**config.mk**
```make
export PLATFORM = sky130hd
export DESIGN_NAME = truth_table_sweeper
export DESIGN_NICKNAME = d
export VERILOG_FILES = /design/src/rtl/truth_table_sweeper_pkg.sv /design/src/rtl/settle_timer.sv /design/src/rtl/truth_table_sweeper.sv
export SDC_FILE = /design/constraint.sdc
export NUM_CORES = 1
export LEC_CHECK = 0
export CAP_MARGIN = 20
export CORE_MARGIN = 5
export CORE_UTILIZATION = 47
export DETAILED_ROUTE_END_ITERATION = 8
export GPL_TIMING_DRIVEN = 0
export PLACE_DENSITY = 0.77
export RECOVER_POWER = 100
export SETUP_SLACK_MARGIN = 0.02
export SKIP_CTS_REPAIR_TIMING = 1
export SYNTH_ARGS = -nofsm -noshare
export SYNTH_HDL_FRONTEND = slang
export SYNTH_SLANG_ARGS = --single-unit
```
**constraint.sdc**
```tcl
create_clock -name clk -period 2.15 [get_ports clk]
set_clock_uncertainty 0.15 [all_clocks]
set_input_delay 0.3225 -clock clk [delete_from_list [all_inputs] [get_ports clk]]
set_output_delay 0.3225 -clock clk [all_outputs]
set_load 0.1 [all_outputs]
```
**src/rtl/truth_table_sweeper_pkg.sv**
```systemverilog
// -----------------------------------------------------------------------------
// truth_table_sweeper_pkg
//   Shared types and helpers for the truth-table sweeper.
//   - state_e   : sweep FSM states
//   - SETTLE_W  : width of the settle down-counter
//   - MAX_TT_W  : widest truth table (N_IN = 8 -> 256 entries)
//   - exp_bit() : expected-output lookup into a zero-extended truth table
// -----------------------------------------------------------------------------
package truth_table_sweeper_pkg;

    typedef enum logic [1:0] {
        ST_IDLE,
        ST_SETTLE,
        ST_SAMPLE,
        ST_FINISH
    } state_e;

    localparam int SETTLE_W = 4;
    localparam int MAX_TT_W = 256;

    // Callers zero-extend their table to MAX_TT_W so one function serves any N_IN.
    function automatic logic exp_bit(input logic [MAX_TT_W-1:0] tt,
                                     input logic [7:0]          idx);
        return tt[idx];
    endfunction

endpackage

```
**src/rtl/settle_timer.sv**
```systemverilog
// -----------------------------------------------------------------------------
// settle_timer
//   Down-counter that times how long a vector is held before sampling.
//   Loading on entry to the settle phase makes o_expired rise after exactly
//   SETTLE cycles in that phase. SETTLE = 0 is reported through o_skip so the
//   FSM can bypass the settle phase entirely.
// Ports:
//   clk, areset_n : clock, async active-low reset
//   i_load        : reload the counter (entering the settle phase)
//   i_run         : count down (currently in the settle phase)
//   o_expired     : last settle cycle; leave for the sample phase
//   o_skip        : SETTLE is zero, settle phase must not be entered
// -----------------------------------------------------------------------------
module settle_timer
    import truth_table_sweeper_pkg::*;
#(
    parameter int SETTLE = 1
) (
    input  logic clk,
    input  logic areset_n,
    input  logic i_load,
    input  logic i_run,
    output logic o_expired,
    output logic o_skip
);

    // Load SETTLE-1: the cycle that sees zero is itself the last settle cycle.
    localparam logic [SETTLE_W-1:0] LOAD_VAL =
        (SETTLE == 0) ? '0 : SETTLE_W'(SETTLE - 1);

    logic [SETTLE_W-1:0] r_count;

    // NOTE: state registers use non-blocking assignments so every flop samples
    // pre-edge values; blocking here would create order-dependent simulation.
    always_ff @(posedge clk or negedge areset_n) begin
        if (!areset_n) begin
            r_count <= '0;
        end else if (i_load) begin
            r_count <= LOAD_VAL;
        end else if (i_run && (r_count != '0)) begin
            r_count <= r_count - 1'b1;
        end
    end

    assign o_expired = (r_count == '0);
    assign o_skip    = (SETTLE == 0);

endmodule

```
**src/rtl/truth_table_sweeper.sv**
```systemverilog
// -----------------------------------------------------------------------------
// truth_table_sweeper
//   Drives every input vector of a small combinational circuit in ascending
//   order, waits SETTLE cycles, samples the circuit output and compares it with
//   the expected truth table EXP_TT (bit i = expected output for vector i).
// Ports:
//   clk, areset_n   : clock, async active-low reset
//   start           : begin a sweep (IDLE only, ignored together with abort)
//   abort           : cancel the sweep; partial counts kept, vec_out -> 0
//   vec_out         : registered vector driven to the circuit
//   dut_q           : circuit output; X/Z counts as a mismatch
//   busy            : sweep in progress
//   done            : one-cycle pulse when a sweep completes
//   pass            : last completed sweep had zero mismatches
//   err_count       : number of mismatching vectors
//   first_err_valid : at least one mismatch recorded
//   first_err_idx   : lowest mismatching vector
// -----------------------------------------------------------------------------
module truth_table_sweeper
    import truth_table_sweeper_pkg::*;
#(
    parameter int                      N_IN   = 2,
    parameter int                      SETTLE = 1,
    parameter logic [(1 << N_IN)-1:0]  EXP_TT = 4'b1000
) (
    input  logic            clk,
    input  logic            areset_n,
    input  logic            start,
    input  logic            abort,
    output logic [N_IN-1:0] vec_out,
    input  logic            dut_q,
    output logic            busy,
    output logic            done,
    output logic            pass,
    output logic [N_IN:0]   err_count,
    output logic            first_err_valid,
    output logic [N_IN-1:0] first_err_idx
);

    state_e          r_state;
    state_e          w_state_next;
    logic [N_IN-1:0] r_vec;
    logic            r_busy;
    logic            r_done;
    logic            r_pass;
    logic [N_IN:0]   r_err_count;
    logic            r_first_valid;
    logic [N_IN-1:0] r_first_idx;

    logic            w_expired;
    logic            w_skip;
    logic            w_timer_load;
    logic            w_last_vec;
    logic            w_exp;
    logic            w_mismatch;
    logic [N_IN:0]   w_err_after;
    state_e          w_vec_entry;

    settle_timer #(.SETTLE(SETTLE)) u_settle_timer (
        .clk       (clk),
        .areset_n  (areset_n),
        .i_load    (w_timer_load),
        .i_run     (r_state == ST_SETTLE),
        .o_expired (w_expired),
        .o_skip    (w_skip)
    );

    assign w_last_vec  = &r_vec;
    assign w_exp       = exp_bit(MAX_TT_W'(EXP_TT), 8'(r_vec));
    // Case inequality so an X or Z from the circuit is never taken as a match.
    assign w_mismatch  = (dut_q !== w_exp);
    assign w_err_after = r_err_count + {{N_IN{1'b0}}, w_mismatch};
    // Every new vector starts in SETTLE, unless the settle phase is empty.
    assign w_vec_entry = w_skip ? ST_SAMPLE : ST_SETTLE;
    assign w_timer_load = (w_state_next == ST_SETTLE) && (r_state != ST_SETTLE);

    // NOTE: every signal written here gets a default first, so no path leaves
    // it unassigned and no latch is inferred.
    always_comb begin
        w_state_next = r_state;
        case (r_state)
            ST_IDLE: begin
                if (start && !abort) w_state_next = w_vec_entry;
            end
            ST_SETTLE: begin
                if (abort)          w_state_next = ST_IDLE;
                else if (w_expired) w_state_next = ST_SAMPLE;
            end
            ST_SAMPLE: begin
                if (abort)           w_state_next = ST_IDLE;
                else if (w_last_vec) w_state_next = ST_FINISH;
                else                 w_state_next = w_vec_entry;
            end
            ST_FINISH: w_state_next = ST_IDLE;
            default:   w_state_next = ST_IDLE;
        endcase
    end

    always_ff @(posedge clk or negedge areset_n) begin
        if (!areset_n) begin
            r_state       <= ST_IDLE;
            r_vec         <= '0;
            r_busy        <= 1'b0;
            r_done        <= 1'b0;
            r_pass        <= 1'b0;
            r_err_count   <= '0;
            r_first_valid <= 1'b0;
            r_first_idx   <= '0;
        end else begin
            r_state <= w_state_next;
            // Flags are derived from the next state so they line up with it.
            r_busy  <= (w_state_next == ST_SETTLE) || (w_state_next == ST_SAMPLE);
            r_done  <= (w_state_next == ST_FINISH);

            case (r_state)
                ST_IDLE: begin
                    if (start && !abort) begin
                        r_vec         <= '0;
                        r_pass        <= 1'b0;
                        r_err_count   <= '0;
                        r_first_valid <= 1'b0;
                        r_first_idx   <= '0;
                    end
                end
                ST_SETTLE: begin
                    if (abort) r_vec <= '0;
                end
                ST_SAMPLE: begin
                    // Abort wins: the sample taken this cycle is discarded.
                    if (abort) begin
                        r_vec <= '0;
                    end else begin
                        if (w_mismatch) begin
                            r_err_count <= w_err_after;
                            if (!r_first_valid) begin
                                r_first_valid <= 1'b1;
                                r_first_idx   <= r_vec;
                            end
                        end
                        // pass is settled here so it is valid in the done cycle.
                        if (w_last_vec) r_pass <= (w_err_after == '0);
                        else            r_vec  <= r_vec + 1'b1;
                    end
                end
                default: ;
            endcase
        end
    end

    assign vec_out         = r_vec;
    assign busy            = r_busy;
    assign done            = r_done;
    assign pass            = r_pass;
    assign err_count       = r_err_count;
    assign first_err_valid = r_first_valid;
    assign first_err_idx   = r_first_idx;

endmodule

```
# Yosys cells after proc, flatten, opt, wreduce, memory -nomap -nowiden
# Cells that the tools add are included.
[totals] ram_bits=0 latchBits=0 in_bits=5 rom_bits=0 memories=0 elab_cells=75 reg_bits=17
[op_classes] n_eq_ne=15 shift=0 n_reduce_logical=17 mul=0 n_mux=30 div=0 bitwise=0 add_sub_neg=3 n_lt_le_gt_ge=1
[ops] cell="2-bit 2-to-1 mux" count=12
[ops] cell="2-bit inequality test, second input constant" count=6
[ops] cell="4-bit AND reduction" count=3
[ops] cell="2-bit by 9-bit less-than comparator with 1-bit output, second input constant" count=1
[ops] cell="3-bit 2-to-1 mux" count=3
[ops] cell="2-bit == test, second input constant" count=4
[ops] cell="4-bit 2-to-1 mux" count=2
[ops] cell="2-bit case mux with 4 select lines" count=1
[ops] cell="1-bit 2-to-1 mux" count=6
[ops] cell="2-bit case mux with 3 select lines" count=1
[ops] cell="3-bit case mux with 2 select lines" count=1
[ops] cell="5-bit AND reduction" count=1
[ops] cell="2-bit by 1-bit == test with 1-bit output, second input constant" count=2
[ops] cell="4-bit logical NOT" count=1
[ops] cell="1-bit case mux with 2 select lines" count=2
[ops] cell="2-bit case mux with 2 select lines" count=1
[ops] cell="2-bit nonzero test" count=2
[ops] cell="4-bit nonzero test" count=1
[ops] cell="4-bit by 1-bit subtractor with 4-bit output, second input constant" count=1
[ops] cell="3-bit by 1-bit adder with 3-bit output" count=1
[ops] cell="1-bit logical AND" count=3
[ops] cell="3-bit logical NOT" count=1
[ops] cell="3-bit inequality test, second input constant" count=1
[ops] cell="3-bit nonzero test" count=1
[ops] cell="8 further kinds" count=8

# Longest topological paths before layout
# Gate-level depths: netlist of the first run.
[logic_depth] word_depth=8 depth_mapped=9

# By module
# A second synthesis of the first run with hierarchy kept.
[hier_totals] cells_unflattened=99 hier_area_um2=1026.0
[modules_own_cells] mod="truth_table_sweeper" instances=1 cells_each=73 area_per_inst_um2=767.0
[modules_own_cells] mod="settle_timer" instances=1 cells_each=26 area_per_inst_um2=259.0

# Worst setup path before layout of the first run
# No wires, ideal clock.
[synth_path] path_kind="flip-flop to flip-flop" from="register r_vec[0], in the netlist vec_out[0]" to="register r_pass, in the netlist pass" stages_incl_launch_ff=9 arrival_ps=2407 path_buffers=0 period_less_slack_ps=2685 setup_slack_ps=-535 setup_ps=128 required_time_ps=1872 cell_sequence="dfrtp_1 ha_1 xnor2_2 inv_2 ha_1 ha_1 xor2_1 nor4_1 mux2_1"
[synth_via] elab_chain_len=8 elab_cells_between_ends=11
[synth_rtl] item="start, declared" line_no="truth_table_sweeper.sv:42" rtl="logic [N_IN-1:0] r_vec;"
[synth_rtl] item="start signal, assigned" line_no="truth_table_sweeper.sv:142" rtl="else r_vec <= r_vec + 1'b1;"
[synth_rtl] item="1-bit binary-select mux with 2-bit select" line_no="truth_table_sweeper_pkg.sv:24" rtl="return tt[idx];"
[synth_rtl] item="1-bit 2-to-1 mux (not written as such)" line_no="truth_table_sweeper_pkg.sv:24"
[synth_rtl] item="1-bit !== test" line_no="truth_table_sweeper.sv:71" rtl="assign w_mismatch = (dut_q !== w_exp);"
[synth_rtl] item="3-bit by 1-bit adder with 3-bit output" line_no="truth_table_sweeper.sv:72" rtl="assign w_err_after = r_err_count + {{N_IN{1'b0}}, w_mismatch};"
[synth_rtl] item="3-bit logical NOT" line_no="truth_table_sweeper.sv:141" rtl="if (w_last_vec) r_pass <= (w_err_after == '0);"
[synth_rtl] item="1-bit 2-to-1 mux" line_no="truth_table_sweeper.sv:141"
[synth_rtl] item="1-bit 2-to-1 mux" line_no="truth_table_sweeper.sv:130" rtl="if (abort) begin"
[synth_rtl] item="1-bit case mux with 2 select lines" line_no="truth_table_sweeper.sv:115" rtl="case (r_state)"
[synth_rtl] item="end signal, assigned" line_no="truth_table_sweeper.sv:141"
[synth_rtl] item="end, declared" line_no="truth_table_sweeper.sv:45" rtl="logic r_pass;"
# Several ways; a longest one is shown, not always the timed one. The select of a mux whose other input is x is not followed.
# A chain may end at the register's enable or synchronous reset.

# Worst setup path in the final report of the first run
[layout_path] from="register u_settle_timer.r_count[0]" to="register u_settle_timer.r_count[0]"
[layout_via] elab_chain_len=7 elab_cells_between_ends=12
[layout_rtl] item="start, declared" line_no="settle_timer.sv:31" rtl="logic [SETTLE_W-1:0] r_count;"
[layout_rtl] item="start signal, assigned" line_no="settle_timer.sv:41" rtl="r_count <= r_count - 1'b1;"
[layout_rtl] item="4-bit logical NOT" line_no="settle_timer.sv:45" rtl="assign o_expired = (r_count == '0);"
[layout_rtl] item="2-bit 2-to-1 mux" line_no="truth_table_sweeper.sv:87" rtl="else if (w_expired) w_state_next = ST_SAMPLE;"
[layout_rtl] item="2-bit 2-to-1 mux" line_no="truth_table_sweeper.sv:86" rtl="if (abort) w_state_next = ST_IDLE;"
[layout_rtl] item="2-bit case mux with 4 select lines" line_no="truth_table_sweeper.sv:81" rtl="case (r_state)"
[layout_rtl] item="2-bit by 1-bit == test with 1-bit output" line_no="truth_table_sweeper.sv:75" rtl="assign w_timer_load = (w_state_next == ST_SETTLE) && (r_state != ST_SETTLE);"
[layout_rtl] item="1-bit logical AND" line_no="truth_table_sweeper.sv:75"
[layout_rtl] item="4-bit 2-to-1 mux or 2-bit nonzero test (tied branches)"
# Several ways; a longest one is shown, not always the timed one. The select of a mux whose other input is x is not followed.

==> metrics.md, run 1 <==
| Metric | Value |
|---|---|
| Critical Path Start | `u_settle_timer.r_count[0]` |
| Starting DRT DRC Count | `11` |
| Synth Register Bits | `17` |
| CP max-delay cell | `dfrtp_1` |
| Syn Nets | `104` |
| Inst Count DP | `134` |
| Synth Instances | `92` |
| WL/cell | `13.75 microns` |
| Reg-to-Reg End | `u_settle_timer.r_count[0]` |
| Top_reg_cell synth | `dfrtp_1` |
| Bufs and invs on worst path | `2` |
| Pre-antenna DRT Iters | `4` |
| Yosys top cell by area | `dfrtp_1` |
| # fillers | `162` |
| Unrepaired setup endpoints after global routing | `yes` |
| Worst EP arrival | `2.17 ns` |
| Kind of critical path | `reg -> reg` |
| Max Fclk | `0.4768 GHz` |
| First-pass GRT wire length | `3415 microns` |
| Crit-path cells | `inv_2, ha_4, or3b_4, nand2b_4, a21o_1, ha_2, inv_4, o21ai_2, mux2i_1` |
| Area of the multi-input gates | `646.9 sq um` |
| Crit path time final | `2.097 ns` |
| DIE WIDTH | `56.87 microns` |
| Max-slew violation count | `0` |
| Register area share after synthesis | `0.4121` |
| H-tree levels | `1` |
| Status | `finished, final reports clean` |
| Crit start category | `flop` |
| CTS Buf Count | `3` |
| Share of the synthesized area in the top cell type | `0.4121` |
| Site row count | `17` |
| CTS sink count | `17` |
| Count leader, synth | `dfrtp_1` |
| Post-synth top cells | `17 x dfrtp_1, 9 x inv_1, 7 x ha_1, 6 x mux2i_1, 4 x o21ai_0` |
| Area grow syn2layout | `37.82%` |
| Clock Latency Late Sink | `0.29 ns` |
| Syn Std Cell Area | `1032 sq um` |
| Clk slew on worst S/H paths | `0.10 ns` |
| Routed vias/inst | `5.168` |
| Share of layout cells above drive strength 1 | `0.4000` |
| Synth area leaders | `dfrtp_1 41%, ha_1 8.5%, mux2i_1 5.8%` |
| Pwr Density | `779.8 nW/um^2` |
| Final setup vio count | `0` |
| # diodes | `0` |
| CTS tree | `built` |
| CTS root buf | `clkbuf_4` |
| Reg-to-reg critical path startpoint | `u_settle_timer.r_count[0]` |
| Cell leakage power | `0.8117 nW` |
| Routed via count | `739` |
| CP top delay family | `simple AND/OR/NAND/NOR gates` |
| MaxCap Viol Count | `0` |
| Final HPWL DP | `1423 microns` |
| Clock buffer depth | `2` |
| Vias in the first global route | `790` |
| Antenna viol nets, final | `0` |
| Worst hold slack | `0.1831 ns` |
| DR DRC count | `0` |
| Peak VDD IR | `0.5933 mV` |
| Largest net degree at the start of global routing | `18` |
| # port buffers | `14` |
| FF-to-FF path depth | `9` |
| GRT overflow | `0` |
| Critical Path Sink | `u_settle_timer.r_count[0]` |
| CP required | `2.22 ns` |
| Critical path's largest stage delay | `0.44 ns` |
| Final worst-path cycle share | `0.9755` |
| Initial antenna violation count | `0` |
| Fin. Hold Viols | `0` |
| EDFF count, synth | `0` |
| Core Region | `2148 sq um` |
| All-Layer GR Usage | `0.1349` |
| Fraction of registers with async set/reset | `1.000` |
| Syn avg cell area | `11.22 sq um` |
| Crit path max fanout | `5` |
| Die area | `3234 sq um` |
| Final nets | `128` |
| Fin cells | `143` |
| Worst-margin pin slew | `0.9742 ns` |
| Worst Hold Class | `in -> reg` |
| Cell count along the critical path | `9` |
| R2R setup slack | `0.05 ns` |
| Starting Density | `0.4805` |
| Rel. slew slack | `0.3495` |
| FF+latch area | `432.9 sq um` |
| Die H | `56.87 microns` |
| Final wirelength | `1966 microns` |
| Unique masters post-synth | `42` |
| IO Count | `16` |
| Synthesis Warnings | `0` |
| Critical path endpoint category | `flop` |
| Gp weighted congestion | `0.7272` |
[cells by family after synthesis]
family                   Yosys count  share of synthesized area
flip-flops                        17                     0.4121
AND/OR/NAND/NOR                   26                     0.1782
buffers and inverters             14                    0.07029
AO/OA/AOI/OAI                     16                     0.1237
adder cells (fa/ha/maj)            7                    0.08484
multiplexers                       9                    0.09091
XOR/XNOR                           3                    0.04001
[cell type report]
class | instances | area share
well taps | 28 | 0.02463
inverters | 10 | 0.02814
clock buffers | 3 | 0.01583
flip-flops and latches | 17 | 0.3043
plain buffers | 4 | 0.02463
repair buffers | 19 | 0.1442
multi-input cells | 61 | 0.4547
clock inverters | 1 | 0.003518
[worst min-delay path by stage]
stage	start	to	slack, ns	cells after the start
6_report	abort	r_state[0]	0.18	2
3_5_place_dp	pass	pass	0.33	1
5_1_grt	abort	r_state[0]	0.18	2
2_1_floorplan	areset_n	busy	-0.12	0
3_3_place_gp	pass	pass	0.32	1
4_1_cts	abort	r_state[1]	0.18	2
[registers in the layout (all words and copies together), names as in the netlist]
register,cells
err_count,3
first_err_idx,2
u_settle_timer.r_count,4
pass,1
first_err_valid,1
done,1
vec_out,2
busy,1
r_state,2
[metrics by stage]
stage	power [mW]	instance area [sq um]	utilization	TNS [ns]	setup slack [ns]
5_1_grt	1.185	1423	0.6622	-0.1686	-0.06144
4_1_cts	1.014	1291	0.6010	-2.018	-0.2309
3_3_place_gp	0.8177	1264	0.5882	-0.1046	-0.1046
2_1_floorplan	0.7412	1089	-	-0.003380	-0.003380
3_5_place_dp	0.8376	1264	0.5882	-0.1565	-0.1146
6_report	1.109	1423	0.6622	0	0.05268
[report_power, final]
part	switching (mW)	internal, mW	total [mW]
logic	0.299	0.224	0.522
clock network	0.101	0.0694	0.171
registers	0.0468	0.370	0.417
total	0.447	0.663	1.11
[layer usage]
layer | vias to the layer above | GRT usage | part of all wire
met1 | 356 | 0.1457 | 0.41
met4 | 0 | 0.07947 | 0.022
met5 | - | 0 | 0
met3 | 5 | 0.04598 | 0.052
met2 | 14 | 0.2261 | 0.51
li1 | 364 | - | -
[layout by cell type (no fill, tap or decap), types with 2 or more instances in the layout]
cell type,netlist,layout
a22o_1,2,2
buf_4,0,5
buf_6,2,2
clkbuf_4,1,4
clkdlybuf4s50_1,0,2
dfrtp_1,17,15
dfrtp_4,0,2
dlymetal6s2s_1,0,11
ha_1,7,2
ha_4,0,4
inv_1,9,6
inv_2,1,3
mux2_1,3,2
mux2i_1,6,6
nand2_1,3,2
nand2b_1,3,2
nand2b_4,1,2
nand3_1,2,2
nor2b_1,2,2
nor3_1,2,2
nor4_2,1,2
o21ai_2,0,4
xor2_2,1,2
Power figures use the tool's default switching activity.
==> inputs of run 2 (changes only) <==
--- a/config.mk
+++ b/config.mk
@@ -10,6 +10,7 @@
 export CORE_UTILIZATION = 47
 export DETAILED_ROUTE_END_ITERATION = 8
 export GPL_TIMING_DRIVEN = 0
+export MAX_ROUTING_LAYER = met4
 export PLACE_DENSITY = 0.77
 export RECOVER_POWER = 100
 export SETUP_SLACK_MARGIN = 0.02
==> run 2 against run 1 <==
  * Sequential cell count did not move
  * Final area did not move
  * Power barely moved
  * Die area did not move
  * Worst setup slack barely moved
  * Cell count did not move
  * Global-route usage rose by 0.37 points
  * Count of clock-buffer cells in the layout did not move
  * Register-to-register slack barely moved
  * Critical path depth did not move
==> metrics.md, run 2 (same netlist as run 1, synthesis figures left out) <==
| Metric | Value |
|---|---|
| Status | `finished, final reports clean` |
| CP required | `2.22 ns` |
| CTS Buf Count | `3` |
| # port buffers | `14` |
| Clock buffer depth | `2` |
| Vias in the first global route | `789` |
| DIE WIDTH | `56.87 microns` |
| Switch Pwr | `447.0 uW` |
| Power, Total | `1.110 mW` |
| Crit path max fanout | `5` |
| Internal | `662.7 uW` |
| Final wirelength | `1968 microns` |
| Kind of critical path | `reg -> reg` |
| First-pass GRT wire length | `3415 microns` |
| IO Count | `16` |
| Rel. slew slack | `0.3495` |
| Pwr Density | `780.1 nW/um^2` |
| Inst Count DP | `134` |
| Bufs and invs on worst path | `2` |
| Final setup vio count | `0` |
| WL/cell | `13.76 microns` |
| Share of layout cells above drive strength 1 | `0.4000` |
| Critical path's largest stage delay | `0.44 ns` |
| CTS tree | `built` |
| GRT overflow | `0` |
| CP top delay family | `simple AND/OR/NAND/NOR gates` |
| Worst EP arrival | `2.17 ns` |
| Site row count | `17` |
| Final nets | `128` |
| Die area | `3234 sq um` |
| Clk slew on worst S/H paths | `0.10 ns` |
| Placement Setup Slack | `-0.1146 ns` |
| Clock Latency Late Sink | `0.29 ns` |
| CP max-delay cell | `dfrtp_1` |
| Routed via count | `739` |
| # fillers | `162` |
| Cell leakage power | `0.8117 nW` |
| Initial antenna violation count | `0` |
| Pre-antenna DRT Iters | `4` |
| PnR worst setup slack | `0.05247 ns` |
| Sequential Power Share | `0.375` |
| DR DRC count | `0` |
| Max-slew violation count | `0` |
| Area of the multi-input gates | `646.9 sq um` |
| H-tree levels | `1` |
| Peak VDD IR | `0.5932 mV` |
| Starting DRT DRC Count | `11` |
| Fin cells | `143` |
| Final HPWL DP | `1423 microns` |
| Worst Hold Class | `in -> reg` |
| FF+latch area | `432.9 sq um` |
| Crit path time final | `2.098 ns` |
| Largest register FFs | `4` |
| Antenna viol nets, final | `0` |
| Routed vias/inst | `5.168` |
| All-Layer GR Usage | `0.1385` |
| Core Region | `2148 sq um` |
| Comb power frac | `0.471` |
| MaxCap Viol Count | `0` |
| Sw Ratio | `0.4028` |
| CTS sink count | `17` |
| Unrepaired setup endpoints after global routing | `yes` |
| Area grow syn2layout | `37.82%` |
| Largest net degree at the start of global routing | `18` |
| Die H | `56.87 microns` |
| Most frequent cells in the layout | `15 x dfrtp_1, 11 x dlymetal6s2s_1, 6 x inv_1, 6 x mux2i_1, 5 x buf_4` |
| Total Neg Setup Slack | `0 ns` |
| CTS root buf | `clkbuf_4` |
| Final worst-path cycle share | `0.9756` |
| Worst-margin pin slew | `0.9742 ns` |
| Fin. Hold Viols | `0` |
| Gp weighted congestion | `0.7359` |
| # diodes | `0` |
| Biggest register | `u_settle_timer.r_count` |
| Starting Density | `0.4805` |
| Max Fclk | `0.4768 GHz` |
| Commonest non-fill, non-tap cell in the layout | `dfrtp_1` |
| Clock power frac | `0.154` |
| Crit start category | `flop` |
| Crit-path cells | `inv_2, ha_4, or3b_4, nand2b_4, a21o_1, ha_2, inv_4, o21ai_2, mux2i_1` |
| Critical path endpoint category | `flop` |
| R2R setup slack | `0.05 ns` |
==> run 2: cell counts in the layout (fill, tap and decap cells not counted) <==
No cell type changed its count.
==> run 2: power groups by stage <==
stage                     Clock [mW]  Sequential [mW]  Combinational, mW
after global placement             0            0.411              0.407
after detailed placement           0            0.414              0.424
after floorplan                    0            0.501              0.240
after global routing           0.195            0.424              0.566
after CTS                      0.182            0.406              0.425
final                          0.171            0.417              0.522
==> run 2: layout make-up <==
class / count / share of cell area
Buffer: 4 / 0.02463
Clock buffer: 3 / 0.01583
Clock inverter: 1 / 0.003518
Inverter: 10 / 0.02814
Multi-Input combinational cell: 61 / 0.4547
Sequential cell: 17 / 0.3043
Tap cell: 28 / 0.02463
Timing Repair Buffer: 19 / 0.1442
==> run 2: metrics by stage <==
stage	hold slack [ns]	cell area (sq um)	utilization
6_report	0.1826	1423	0.6622
5_1_grt	0.1755	1423	0.6622
4_1_cts	0.1771	1291	0.6010
3_5_place_dp	0.3281	1264	0.5882
3_3_place_gp	0.3222	1264	0.5882
2_1_floorplan	-0.1231	1089	-
==> run 2: worst paths after layout <==
path                                            from  cells past startpoint                        end
max in group asynchronous                   areset_n                      1                 vec_out[0]
max                        u_settle_timer.r_count[0]                      9  u_settle_timer.r_count[0]
min                                            abort                      2                 r_state[0]
min in group asynchronous                   areset_n                      1               err_count[1]
max reg2reg                u_settle_timer.r_count[0]                      9  u_settle_timer.r_count[0]
min reg2reg                         first_err_idx[0]                      1           first_err_idx[0]
==> run 2: worst register-to-register path, stage by stage, from the launching register on <==
cell	delay [ns]
dfrtp_1	0.44
inv_2	0.10
ha_4	0.12
or3b_4	0.39
nand2b_4	0.16
a21o_1	0.19
ha_2	0.18
inv_4	0.09
o21ai_2	0.06
mux2i_1	0.15
==> run 2: metal layers <==
layer  vias to the layer above  part of all wire  routed length, microns  global-route usage
li1                        364                 -                       -                   -
met1                       356              0.41                     811              0.1457
met2                        14              0.51                    1009              0.2261
met3                         5             0.051                     101             0.04598
met4                         0             0.023                      46             0.07947
met5                         -                 0                       0                   -
==> RTL change 1 (settings of run 1) <==
`N_IN`: 2 -> 3.
--- a/src/rtl/truth_table_sweeper.sv
+++ b/src/rtl/truth_table_sweeper.sv
@@ -20,5 +20,5 @@
     import truth_table_sweeper_pkg::*;
 #(
-    parameter int                      N_IN   = 2,
+    parameter int                      N_IN   = 3,
     parameter int                      SETTLE = 1,
     parameter logic [(1 << N_IN)-1:0]  EXP_TT = 4'b1000
Ports: changed (resized err_count, first_err_idx and vec_out); port bits go from 16 to 19. No check against the original RTL was run, so the function may have changed too.
==> RTL change 1 against run 1 <==
- the run now ends with setup timing left
- first-iteration DRC count shrank 18%
- cell count grew 9.1%
- sequential power up 16%
- count of clock-buffer cells in the layout is 1 higher
- critical path depth is the same
- sequential cell count is 3 higher
- worst hold slack gained 180 ps
- total power is 15% higher
- worst setup slack got worse by 120 ps
- non-clock buffer count is 2 higher
- design area up 10%
- area after synthesis increased by 9.5%
- wire length grew 21%
- critical path type unchanged
- largest cell class unchanged
- largest power group unchanged
==> RTL change 1: results (changes against run 1) <==
Placement
  – Placed Area: 1424 um^2 (+13%)
  – RePlAce Congestion: 0.7232 (-0.55%)
  – Placement Setup Slack: -217.2 ps (-102.6 ps)
  – Post-DP HPWL: 1690 um (+19%)

Critical path
  – CP arrival: 2300 ps (+130 ps)
  – Setup crit start: vec_out[0]
  – CP max-delay cell: dfrtp_4
  – Worst stage delay on the critical path: 520 ps (+80 ps)
  – Critical path fanouts, max: 6 (+1)

Timing
  – Setup-violating endpoint count in the final report: 1 (+1)
  – Final setup TNS: -62.99 ps (-62.99 ps)
  – Max-slew headroom: 33.32% (-1.6 points)
  – Final worst slack: -62.99 ps (-115.7 ps)

Pwr
  – Peak VDD IR: 0.0008315 V (+40%)
  – Leak pwr: 0.9003 nW (+11%)
  – Cell internal pwr: 0.0007724 W (+17%)
  – Seq group: 0.000482 W (+16%)
  – Clk power: 0.000220 W (+29%)

Routing
  – Vias per std cell: 5.417 (+4.8%)
  – Initial DRC count: 9 (-2)
  – Met2 routed WL: 1137 um (+13%)
  – DR WL met3: 100 um (-2.0%)

Layout
  – Nets: 142 (+11%)
  – Fraction of layout cells with a size suffix above 1: 28.13% (-12 points)

Run status
  – Status: finished with violations
  – Failing checks: setup timing

Min path
  – Hold Path Depth: 1 (-1)
  – Worst hold start: first_err_idx[0]

Synthesis
  – Syn Nets: 115 (+11%)
  – Synth Area in Adders: 8.859% (+0.37 points)

Global route
  – Largest net degree at the start of global routing: 21 (+3)
  – First-pass GRT wire length: 3981 um (+17%)
  – GR Util All Layers: 14.82% (+1.3 points)
  – Grt met1 use: 19.07% (+4.5 points)
[RTL change 1: cell types whose count changed after synthesis, moves of 3 or more]
cell	change
mux2_1	-3
dfrtp_1	+3
nor2_1	+3
inv_1	+3
nand4_1	+3
mux2_2	+4
nor3b_1	+3
[RTL change 1: worst max-delay path by stage]
stage	to	slack, ps	cells past startpoint
finish	pass	-60	9
global route	pass	-180	9
CTS	err_count[1]	-250	1
detailed placement	pass	-220	9
global placement	pass	-170	9
floorplan	pass	-240	9
[RTL change 1: worst max-delay path, delay by kind of cell, from the launching register on]
family / cells / cell delay [ps]
fa+ha+maj: 4 / 760
flops: 1 / 520
simple gates: 2 / 330
xor+xnor: 1 / 140
compound gates: 1 / 140
buf+inv: 1 / 90
[RTL change 1: final cells by class]
cell class | count | area (um^2)
well taps | 28 | 35.03
multi-input cells | 67 | 669.4
repair buffers | 22 | 245.2
fillers | 183 | 685.7
clock buffers | 4 | 36.28
inverters | 12 | 45.04
flip-flops and latches | 20 | 511.7
plain buffers | 3 | 26.28
==> RTL change 2 (flow settings as in run 1) <==
Made on the original files. The 4 states of `state_e` get a Gray code encoding in 2 bits.
--- a/src/rtl/truth_table_sweeper_pkg.sv
+++ b/src/rtl/truth_table_sweeper_pkg.sv
@@ -10,8 +10,8 @@
 
     typedef enum logic [1:0] {
-        ST_IDLE,
-        ST_SETTLE,
-        ST_SAMPLE,
-        ST_FINISH
+        ST_IDLE   = 2'b00,
+        ST_SETTLE = 2'b01,
+        ST_SAMPLE = 2'b11,
+        ST_FINISH = 2'b10
     } state_e;
 
Function: same outputs for any inputs over 10 cycles, from zero or initial values and one cycle with areset_n low; not proved beyond that.
==> RTL change 2 against run 1 <==
- wire length down 12%
- design area is 13% lower
- worst setup slack improved by 18 ps
- cell count fell by 5.6%
- area after synthesis shrank 9.1%
- total power decreased by 14%
- sequential cell count is 1 lower
==> RTL change 2: results (changes against run 1) <==
Run status
  – Status: finished clean

Pwr
  – Leak pwr: 0.6897 nW (-15%)
  – Peak VDD IR: 0.0005596 V (-5.7%)
  – Switching power: 0.0003607 W (-19%)

Layout
  – Invs w/o clock: 8 (-2)
  – Top reg by flops: u_settle_timer.r_count
  – Nets: 119 (-7.0%)
  – Multi-input comb cells: 62 (+1.6%)
  – Fraction of layout cells with a size suffix above 1: 20.37% (-20 points)
  – Non-CTS buffers: 18 (-22%)
  – Fraction of area in multi-input gates: 42.84% (-2.6 points)
  – Fill cells: 176 (+8.6%)
  – Sequential cells: 16 (-1)
  – ClkCell Share: 2.923% (+0.99 points)
  – Sequential cell area share: 32.96% (+2.5 points)
  – Clock buffer cells: 4 (+1)
  – Layout non-clock buf frac: 16.13% (-0.76 points)
  – Layout Cells excl Fill: 135 (-5.6%)

Critical path
  – Worst stage delay on the critical path: 520 ps (+80 ps)
  – CP max-delay cell: dfrtp_4
  – Critical path fanouts, max: 7 (+2)
  – Crit path max-delay family: adder cells
  – CP arrival: 2100 ps (-70 ps)

Min path
  – Worst min path class: flip-flop to flip-flop

Synthesis
  – Area contributors post-synth: dfrtp_1, ha_1, mux2i_1
  – Synth top cells by count: dfrtp_1, inv_1, mux2i_1, nand2_1
  – YS warnings: 0 (unchanged)
  – Post-synthesis xor/xnor area fraction: 1.867% (-2.1 points)
  – Sequential share of the synthesized area: 42.67% (+1.5 points)
  – Ys async rst share: 100.0% (unchanged)
  – Synth Area in Adders: 6.667% (-1.8 points)
  – Post-synthesis mux area share: 8.000% (-1.1 points)
  – Mean post-synth cell area: 10.54 um^2 (-6.0%)
  – Post-synthesis cell type count: 37 (-12%)
  – Syn Nets: 99 (-4.8%)
  – Synth Area in Compound Gates: 13.07% (+0.70 points)
  – Post-Syn Area: 938.4 um^2 (-9.1%)

Run
  – Max_cap viols: 0 (unchanged)

Clock tree
  – Reg clk slew, reported paths: around 90 ps
  – Num CTS Buffers: 3 (unchanged)
  – CTS H-tree lvls: 1 (unchanged)
  – Clk buf depth: 2 (unchanged)
  – Clk_lat worst skew: between 200 and 300 ps
  – Root Driver: clkbuf_4

Global route
  – Initial antenna violation count: 0 (unchanged)
  – GR Util All Layers: 14.63% (+1.1 points)
  – First-pass GRT wire length: 3091 um (-9.5%)
  – Vias in the first global route: 686 (-13%)
  – Largest net degree at the start of global routing: 17 (-1)

Placement
  – DP Cell Count: 131 (-2.2%)
  – Placed Area: 1177 um^2 (-6.8%)
  – RePlAce Congestion: 0.6823 (-6.2%)
  – Placement Setup Slack: -97.18 ps (+17.46 ps)
  – Port bufs: 15 (+1)
  – Post-DP HPWL: 1289 um (-9.4%)

Routing
  – Initial DRC count: 8 (-3)
  – Wirelength per Cell: 12.77 um (-7.1%)
  – Vias per std cell: 5.311 (+2.8%)

Timing
  – Max-slew headroom: 34.53% (-0.42 points)
-- RTL change 2: cell count changes in the layout (fill, tap and decap cells not counted), moves of 4 or more --
| cell | change |
|---|---|
| a21oi_1 | +4 |
| buf_4 | -4 |
| nand2_1 | +4 |
| o21ai_0 | +5 |
-- RTL change 2: power groups by stage --
| stage | clock network (W) | registers (W) | logic, W |
|---|---|---|---|
| 2_1_floorplan | 0 | 0.000473 | 0.000213 |
| 3_3_place_gp | 0 | 0.000396 | 0.000364 |
| 3_5_place_dp | 0 | 0.000397 | 0.000374 |
| 4_1_cts | 0.000205 | 0.000393 | 0.000374 |
| 5_1_grt | 0.000219 | 0.000402 | 0.000419 |
| 6_report | 0.000198 | 0.000391 | 0.000368 |
-- RTL change 2: per-layer routing --
layer,vias up,GRT usage [%],wire length (um)
met5,-,0,0
met2,16,22.05,807
li1,355,-,-
met1,344,19.06,823
met3,2,5.450,83
met4,0,4.979,10
-- RTL change 2: final timing paths --
path	cells after the start	slack, ps	end	startpoint
hold / removal	1	370	pass	pass
hold reg to reg	1	370	pass	pass
max in group asynchronous	1	950	vec_out[0]	areset_n
min in group asynchronous	1	380	err_count[0]	areset_n
setup reg to reg	8	70	pass	vec_out[0]
setup / recovery	8	70	pass	vec_out[0]
-- RTL change 2: stage by stage --
stage / hold WS (ps) / util [%] / power (W)
finish: 373.2 / 63.92 / 0.0009572
global placement: 347.8 / 60.63 / 0.0007604
detailed placement: 351.7 / 60.63 / 0.0007715
global route: 390.6 / 63.92 / 0.001041
floorplan: -123.1 / - / 0.0006857
CTS: 328.9 / 62.50 / 0.0009709
-- RTL change 2: cells by family after synthesis --
group / after synthesis
xor+xnor: 2
buf+inv: 11
compound gates: 18
mux: 7
flops: 16
fa+ha+maj: 5
simple gates: 30
